===== config.mk =====
export PLATFORM = sky130hd
export DESIGN_NAME = oled_text_streamer_flat
export DESIGN_NICKNAME = d
export VERILOG_FILES = /design/src/rtl/oled_pkg.sv /design/src/rtl/oled_text_streamer_if.sv /design/src/rtl/oled_text_ram.sv /design/src/rtl/oled_text_streamer.sv /design/src/flat_wrapper.sv
export SDC_FILE = /design/constraint.sdc
export NUM_CORES = 1
export LEC_CHECK = 0
export ABC_CLOCK_PERIOD_IN_PS = 5400
export BUFFER_PORTS_ARGS = -buffer_cell sky130_fd_sc_hd__buf_2
export CAP_MARGIN = 25
export CORE_MARGIN = 5
export CORE_UTILIZATION = 30
export DETAILED_ROUTE_END_ITERATION = 12
export GPL_ROUTABILITY_DRIVEN = 0
export PLACE_DENSITY = 0.5
export SYNTH_ARGS = -nofsm -noshare
export SYNTH_HDL_FRONTEND = slang
export SYNTH_SLANG_ARGS = --single-unit

===== constraint.sdc =====
create_clock -name clock -period 5.4 [get_ports clock]
set_input_delay 1.08 -clock clock [delete_from_list [all_inputs] [get_ports clock]]
set_output_delay 1.08 -clock clock [all_outputs]
set_load 0.01 [all_outputs]

===== src/rtl/oled_pkg.sv =====
// Shared types and constants for the OLED text streamer.
// State encoding, padding byte and handshake flag levels.
package oled_pkg;

   typedef enum logic [2:0] {
      IDLE,
      FETCH,
      LOAD,
      ARM,
      SEND,
      FIN
   } state_t;

   localparam logic [7:0] ASCII_SPACE = 8'h20;

   localparam logic HS_IDLE   = 1'b0;
   localparam logic HS_ACTIVE = 1'b1;

endpackage


===== src/rtl/oled_text_streamer_if.sv =====
// Byte handshake between the text streamer and oledControl.
// The streamer is the master; oledControl answers with sendDone.
interface oled_text_streamer_if;

   logic [7:0] sendData;
   logic       sendDataValid;
   logic       sendDone;

   modport master (
      output sendData,
      output sendDataValid,
      input  sendDone
   );

   modport slave (
      input  sendData,
      input  sendDataValid,
      output sendDone
   );

endinterface


===== src/rtl/oled_text_ram.sv =====
// Character buffer: DEPTH x 8, one sync write port, one sync read port.
// The array is deliberately left unreset so contents survive reset.
module oled_text_ram #(
   parameter int DEPTH  = 64,
   parameter int ADDR_W = $clog2(DEPTH)
) (
   input  logic              clk_i,
   input  logic              we_i,
   input  logic [ADDR_W-1:0] waddr_i,
   input  logic [7:0]        wdata_i,
   input  logic [ADDR_W-1:0] raddr_i,
   output logic [7:0]        rdata_o
);

   logic [7:0] mem_q [DEPTH];

   always_ff @(posedge clk_i) begin
      if (we_i) begin
         mem_q[waddr_i] <= wdata_i;
      end
      rdata_o <= mem_q[raddr_i];
   end

endmodule


===== src/rtl/oled_text_streamer.sv =====
// Streams a run-time length prefix of a character buffer to oledControl,
// optionally padding the rest of the frame with PAD_CHAR.
module oled_text_streamer
   import oled_pkg::*;
#(
   parameter int         DEPTH    = 64,
   parameter int         ADDR_W   = $clog2(DEPTH),
   parameter int         LEN_W    = $clog2(DEPTH) + 1,
   parameter logic [7:0] PAD_CHAR = ASCII_SPACE
) (
   input  logic              clock,
   input  logic              reset_n,
   input  logic              wr_en,
   input  logic [ADDR_W-1:0] wr_addr,
   input  logic [7:0]        wr_data,
   input  logic [LEN_W-1:0]  msg_len,
   input  logic              pad_en,
   input  logic              start,
   input  logic              abort,
   output logic              busy,
   output logic              done,
   output logic [LEN_W-1:0]  char_count,
   oled_text_streamer_if.master oled
);

   localparam logic [LEN_W-1:0] DEPTH_L = LEN_W'(DEPTH);
   localparam logic [LEN_W-1:0] ONE_L   = LEN_W'(1);

   state_t           state_q, state_d;
   logic [LEN_W-1:0] idx_q, idx_d;
   logic [LEN_W-1:0] cnt_q, cnt_d;
   logic [LEN_W-1:0] len_q, len_d;
   logic [LEN_W-1:0] tot_q, tot_d;
   logic [7:0]       data_q, data_d;
   logic             vld_q, vld_d;
   logic             busy_q, busy_d;
   logic             done_q, done_d;

   logic [7:0]       rd_data;
   logic [LEN_W-1:0] len_clamp;
   logic [LEN_W-1:0] tot_start;
   logic             start_ok;
   logic             in_xfer;

   assign len_clamp = (msg_len > DEPTH_L) ? DEPTH_L : msg_len;
   assign tot_start = pad_en ? DEPTH_L : len_clamp;
   assign start_ok  = start && !abort;
   assign in_xfer   = state_q inside {FETCH, LOAD, ARM, SEND};

   oled_text_ram #(
      .DEPTH  (DEPTH),
      .ADDR_W (ADDR_W)
   ) u_ram (
      .clk_i   (clock),
      .we_i    (wr_en && !busy_q),
      .waddr_i (wr_addr),
      .wdata_i (wr_data),
      .raddr_i (idx_q[ADDR_W-1:0]),
      .rdata_o (rd_data)
   );

   always_comb begin
      state_d = state_q;
      idx_d   = idx_q;
      cnt_d   = cnt_q;
      len_d   = len_q;
      tot_d   = tot_q;
      data_d  = data_q;
      vld_d   = vld_q;
      busy_d  = busy_q;
      done_d  = 1'b0;
      if (abort && in_xfer) begin
         state_d = IDLE;
         vld_d   = 1'b0;
         busy_d  = 1'b0;
      end else begin
         unique case (state_q)
            IDLE: begin
               if (start_ok) begin
                  len_d = len_clamp;
                  tot_d = tot_start;
                  idx_d = '0;
                  cnt_d = '0;
                  if (tot_start == '0) begin
                     state_d = FIN;
                  end else begin
                     state_d = FETCH;
                     busy_d  = 1'b1;
                  end
               end
            end
            FETCH: state_d = LOAD;
            LOAD: begin
               data_d  = (idx_q < len_q) ? rd_data : PAD_CHAR;
               state_d = ARM;
            end
            // A done level left over from the previous byte must clear first.
            ARM: begin
               if (oled.sendDone == HS_IDLE) begin
                  vld_d   = 1'b1;
                  state_d = SEND;
               end
            end
            SEND: begin
               if (oled.sendDone == HS_ACTIVE) begin
                  vld_d   = 1'b0;
                  idx_d   = idx_q + ONE_L;
                  cnt_d   = cnt_q + ONE_L;
                  state_d = (idx_q == tot_q - ONE_L) ? FIN : FETCH;
               end
            end
            FIN: begin
               done_d  = 1'b1;
               busy_d  = 1'b0;
               state_d = IDLE;
            end
            default: state_d = IDLE;
         endcase
      end
   end

   always_ff @(posedge clock or negedge reset_n) begin
      if (!reset_n) begin
         state_q <= IDLE;
         idx_q   <= '0;
         cnt_q   <= '0;
         len_q   <= '0;
         tot_q   <= '0;
         data_q  <= '0;
         vld_q   <= 1'b0;
         busy_q  <= 1'b0;
         done_q  <= 1'b0;
      end else begin
         state_q <= state_d;
         idx_q   <= idx_d;
         cnt_q   <= cnt_d;
         len_q   <= len_d;
         tot_q   <= tot_d;
         data_q  <= data_d;
         vld_q   <= vld_d;
         busy_q  <= busy_d;
         done_q  <= done_d;
      end
   end

   assign busy               = busy_q;
   assign done               = done_q;
   assign char_count         = cnt_q;
   assign oled.sendData      = data_q;
   assign oled.sendDataValid = vld_q;

endmodule


===== src/flat_wrapper.sv =====
// flat-port wrapper written by rule: the top's interface ports become plain ports
module oled_text_streamer_flat import oled_pkg::*;
#(
   parameter int         DEPTH    = 64,
   parameter int         ADDR_W   = $clog2(DEPTH),
   parameter int         LEN_W    = $clog2(DEPTH) + 1,
   parameter logic [7:0] PAD_CHAR = ASCII_SPACE
)
  (clock, reset_n, wr_en, wr_addr, wr_data, msg_len, pad_en, start, abort, busy, done, char_count, oled_sendData, oled_sendDataValid, oled_sendDone);
  oled_text_streamer_if oled_i ();
  input  logic clock;
  input  logic reset_n;
  input  logic wr_en;
  input  logic [ADDR_W-1:0] wr_addr;
  input  logic [7:0] wr_data;
  input  logic [LEN_W-1:0] msg_len;
  input  logic pad_en;
  input  logic start;
  input  logic abort;
  output logic busy;
  output logic done;
  output logic [LEN_W-1:0] char_count;
  output wire logic [$bits(oled_i.sendData)-1:0] oled_sendData;
  output wire logic [$bits(oled_i.sendDataValid)-1:0] oled_sendDataValid;
  input wire logic [$bits(oled_i.sendDone)-1:0] oled_sendDone;
  assign oled_sendData = oled_i.sendData;
  assign oled_sendDataValid = oled_i.sendDataValid;
  assign oled_i.sendDone = oled_sendDone;
  oled_text_streamer #(.DEPTH(DEPTH), .ADDR_W(ADDR_W), .LEN_W(LEN_W), .PAD_CHAR(PAD_CHAR)) u_core (.clock(clock), .reset_n(reset_n), .wr_en(wr_en), .wr_addr(wr_addr), .wr_data(wr_data), .msg_len(msg_len), .pad_en(pad_en), .start(start), .abort(abort), .busy(busy), .done(done), .char_count(char_count), .oled(oled_i));
endmodule

# Word-level counts from Yosys, hierarchy flattened
# Memory sizes are Yosys's and may differ from the RTL's. A register that Yosys moved wholly into a read port is not among the register bits.
# Cells that the tools add are included.
# totals
romBits,0
latch_bits,0
output_inout_bits,18
ramBits,512
mem_count,1
regBits,42
# mem_list
name,words,width,read_ports,rd_ports_with_merged_regs,write_ports,line,rtl
u_core.u_ram.mem_q,64,8,1,1,1,oled_text_ram.sv:15,logic [7:0] mem_q [DEPTH];
# op_classes
multipliers,0
n_eq_ne,12
bitwise,1
order_cmp,2
addsub,3
n_mux,27
div,0
n_shift,0
n_reduce_logical,17
# op_table
operator,n
$mux 7,5
$pmux 7 s2,2
$mux 3,6
$pmux 3 s5,1
$add 7x1->7 const B,2
$reduce_and 3->1,4
$mux 1,10
$mux 8,1
$eq 7x7->1,1
$gt 7x7->1 const B,1
$logic_not 7->1,1
$lt 7x7->1,1
$sub 7x1->7 const B,1
$eq 3x2->1 const B,2
$eq 3x3->1 const B,2
$ne 3x3->1 const B,2
$reduce_bool 3->1,2
$pmux 1 s2,2
$reduce_and 4->1,1
$reduce_bool 4->1,1
$eq 3x1->1 const B,1
$logic_and 1x1->1,3
$logic_not 3->1,1
$ne 3x1->1 const B,1
7 further kinds,8

# Longest topological paths before layout
# depth
word_depth,8
mapped_depth,8

# By module
# A second synthesis with hierarchy kept.
# unflattened
cells_unflattened,1160
area_unflattened_um2,22348.9
# modules_own_cells
mod,seq_area_each_um2,cells_per_inst,area_per_inst_um2,instances
oled_text_ram,15534.9,940,20166.8,1
oled_text_streamer,1051.0,220,2182.1,1

# Worst setup path before layout
# No wires, ideal clock.
# synth_timing
path_type,input to register
start,in wr_addr[4]
end,mem u_core.u_ram.mem_q[22][0] (enable)
required_time_ps,5030
arrival_time_ps,2270
setup_slack_ps,2759
setup_time_ps,370
path_stages,4
path_buffers,2
cell_sequence,clkbuf_1 or3b_2 clkbuf_1 nor2_1
# synth_rtl
item,line,rtl
from (decl),flat_wrapper.sv:14,input logic [ADDR_W-1:0] wr_addr;
to (decl),oled_text_ram.sv:15,
# No word-level cell before the write port.

# Final worst setup path
# layout_timing
start,in wr_addr[0]
end,mem u_core.u_ram.mem_q[30][2] (enable)
# No word-level cell before the write port.

==> results.toml <==
[run_status]
outcome = "completed"

[clocking]
cts-htree-levels = 2
clk_lat_worst_skew_ps = 630
clkSinkCount = 562
inserted_clock_buffers = 59
cts.root.buffer_cell = "sky130_fd_sc_hd__clkbuf_16"
cts-hold-fix-buffers = 0
cts_tree = "done"
cts_setup_buffers = 0
cts_repair_resize_count = 0
cts.path.max_buffers = 3
worst_setup_hold_path_clk_slew_ps = 60

[synth]
synthDominantCellAreaShare_pct = 69.4
seq_area_frac_synth_pct = 74.8
leading_post_synthesis_cells_by_cell_area = "sky130_fd_sc_hd__edfxtp_1 (69%), sky130_fd_sc_hd__mux4_2 (13%), sky130_fd_sc_hd__dfrtp_1 (4.7%)"
count_of_synthesis_stage_warnings_from_yosys = 0
yosys.cell_types.count = 48
synth_nets = 1212
ys_seq_elements = 562
syn-cell-area_sq_um = 22200
ys_async_sr_fraction_pct = 7.47
synthFlopType = "sky130_fd_sc_hd__edfxtp_1"
synth_largest_area_cell = "sky130_fd_sc_hd__edfxtp_1"
synth_enable_flop_cells = 512
postSynthAreaPerCell_sq_um = 18.9
postSynthCellCount = 1175

[power]
netSwitchingFraction_pct = 21.8
logic_pwr_share_pct = 5.1
switching_power_uw = 2050
leakagePower_uw = 0.00798
share_of_power_burned_in_registers_pct = 51.9
power.share.clock_pct = 43.1
peakVddDrop_mv = 0.244
pwr_density_cell_nw_per_um2 = 370
internal-power_uw = 7350

[cells_and_area]
num_antenna_cells = 0
post-route-cell-area_sq_um = 25400
layoutNonFillerInstCount = 2244
area_growth_pct = 14.8
final_nets = 1272
layout-drive-gt1-share_pct = 22.6

[route]
route.vias.total = 11100
post-route-drc-count = 0
detailed_routing_iteration_count_for_the_pre_antenna_repair_pass = 5
dr.first_iter.drc_count = 842
vias_per_cell = 4.97
route.detailed.wl_per_inst_um = 23.8
drt-total-wl_um = 53400
drtAntennaViolNets = 0

[timing]
clock.fmax_ghz = 0.317
timing_max_transition_violations_final = 0
timing.final.hold_violations = 0
skew_ps = 21.9
timing.max_slew.rel_slack_pct = 40.7
post-route-period-util_pct = 58.4
finalSetupViolCount = 0
grt_setup_unrepaired = "no"
layout_min_cycle_time_ps = 3150
tightest_slew_ps = 887
final.hold.worst_slack_ps = 349
layout_setup_ws_ps = 2250
final.setup.tns_ps = 0

[setup_path]
crit_fanout = 8
setup.worst_path.class = "primary input to register"
critPathRequiredTime_ps = 5650
path_cells = "buf_2 > nor3b_1 > nand3_1 > nor2_1"
reg2reg_slack_ps = 2400
critical_path_arrival_ps = 3400
worst_path_max_delay_cell = "sky130_fd_sc_hd__nor2_1"
timing.critical_path.from_type = "primary input"
slowest_delay_ps = 840
setup.worst_path.end_class = "register"

[placement]
placedCellCount = 2132
buffer_ports.inserted = 45
post-place-ws_ps = 1570
detailedPlacementHpwl_um = 32000
place_area_sq_um = 23500

[grt]
number_of_global_route_vias_before_repair = 11500
global_route.usage.total_pct = 13.3
global_route.usage.met1_pct = 19.1
grtUsageMet3_pct = 2.57
grt_pass1_wl_um = 78700
gr-max-usage-layer = "met2"
maximum_number_of_pins_on_one_net_before_global_route_repair = 87
grt_remaining_overflow = 0
initial_antenna_violation_count = 1
met2_usage_pct = 21.1

[floorplan]
num_io_pins = 46
chipHeight_um = 282
start_util_pct = 30.3
die_area_sq_um = 79400
rows = 99
core_area_sq_um = 73100
die_x_um = 282

[flow_run]
max_cap_viol_count = 0

[min_path]
worst_hold_path_type = "primary input to asynchronous set/reset pin"
cell usage in the layout, fill, tap and decap left out, drive strengths merged, types with 4 or more instances in the layout:
cell type / Yosys / routed
a211oi: 9 / 9
a21oi: 38 / 38
a22oi: 50 / 50
a31oi: 5 / 5
buf: 27 / 66
bufinv: 0 / 7
clkbuf: 40 / 68
clkinv: 0 / 29
dfrtp: 42 / 42
dfxtp: 8 / 8
edfxtp: 512 / 512
ha: 9 / 9
inv: 20 / 24
mux4: 128 / 128
nand2: 45 / 45
nand2b: 4 / 4
nand3: 17 / 17
nand3b: 10 / 10
nand4: 4 / 4
nor2: 89 / 89
nor2b: 9 / 9
nor3: 16 / 16
nor3b: 9 / 9
nor4: 5 / 5
o21ai: 29 / 29
o22ai: 7 / 7
or3: 5 / 5
xor2: 12 / 12
worst paths after layout:
check	from	end	cells past startpoint
max	wr_addr[0]	u_core.u_ram.mem_q[30][2]	4
min	reset_n	u_core.state_q[2]	1
max reg2reg	u_core.busy	u_core.u_ram.mem_q[30][2]	3
min reg2reg	u_core.u_ram.rdata_o[6]	u_core.oled.sendData[6]	2
max in group asynchronous	reset_n	u_core.idx_q[1]	2
min in group clock	u_core.u_ram.rdata_o[6]	u_core.oled.sendData[6]	2
final cells by class:
type | count | area, sq um
fillers | 6854 | 47600
flip-flops and latches | 562 | 16600
multi-input cells | 526 | 5170
clock buffers | 68 | 1510
well taps | 959 | 1200
repair buffers | 66 | 453
clock inverters | 43 | 429
inverters | 20 | 75.1
synth_stat cells, drive strengths merged, types with 17 or more instances:
master and n:
nand2 45, clkbuf 40, dfrtp 42, mux4 128, nand3 17, inv 20, edfxtp 512, buf 27
nor2 89, a22oi 50, o21ai 29, a21oi 38
logic make-up after synthesis:
| family | synth area share, % |
|---|---|
| buf+inv | 1.84 |
| fa+ha+maj | 0.508 |
| flops | 74.8 |
| simple gates | 4.71 |
| compound gates | 4.35 |
| xor+xnor | 0.593 |
| mux | 13.2 |
power by group through the flow:
| stage | clock network, uW | logic, uW | registers, uW |
|---|---|---|---|
| finish | 4050 | 478 | 4870 |
| global route | 4340 | 529 | 4880 |
| CTS | 4150 | 487 | 4870 |
| detailed placement | 0 | 486 | 4960 |
| global placement | 0 | 478 | 4960 |
| floorplan | 0 | 263 | 4960 |
per-stage QoR:
| stage | utilization [%] | power [uW] |
|---|---|---|
| finish | 34.8 | 9400 |
| global route | 34.8 | 9740 |
| CTS | 34.8 | 9510 |
| detailed placement | 32.1 | 5450 |
| global placement | 32.1 | 5440 |
| floorplan | - | 5220 |
flip-flops by register name (all words and copies together), names as in the netlist:
register and flops:
u_core.oled.sendDataValid 1, u_core.char_count 7, u_core.len_q 7, u_core.oled.sendData 8, u_core.tot_q 7, u_core.u_ram.mem_q 512
u_core.u_ram.rdata_o 8, u_core.state_q 3, u_core.idx_q 7, u_core.busy 1, u_core.done 1
worst max-delay path, delay by kind of cell:
family	cells	cell delay, ps
buffers and inverters	1	110
AND/OR/NAND/NOR	3	2200
layer usage:
| metal | vias to the layer above | part of all wire [%] |
|---|---|---|
| met4 | 2 | 2.5 |
| met1 | 5813 | 45 |
| li1 | 4893 | - |
| met3 | 86 | 5.4 |
| met2 | 349 | 47 |
| met5 | - | 0.022 |
No activity file was read; power rests on OpenSTA's default activity.
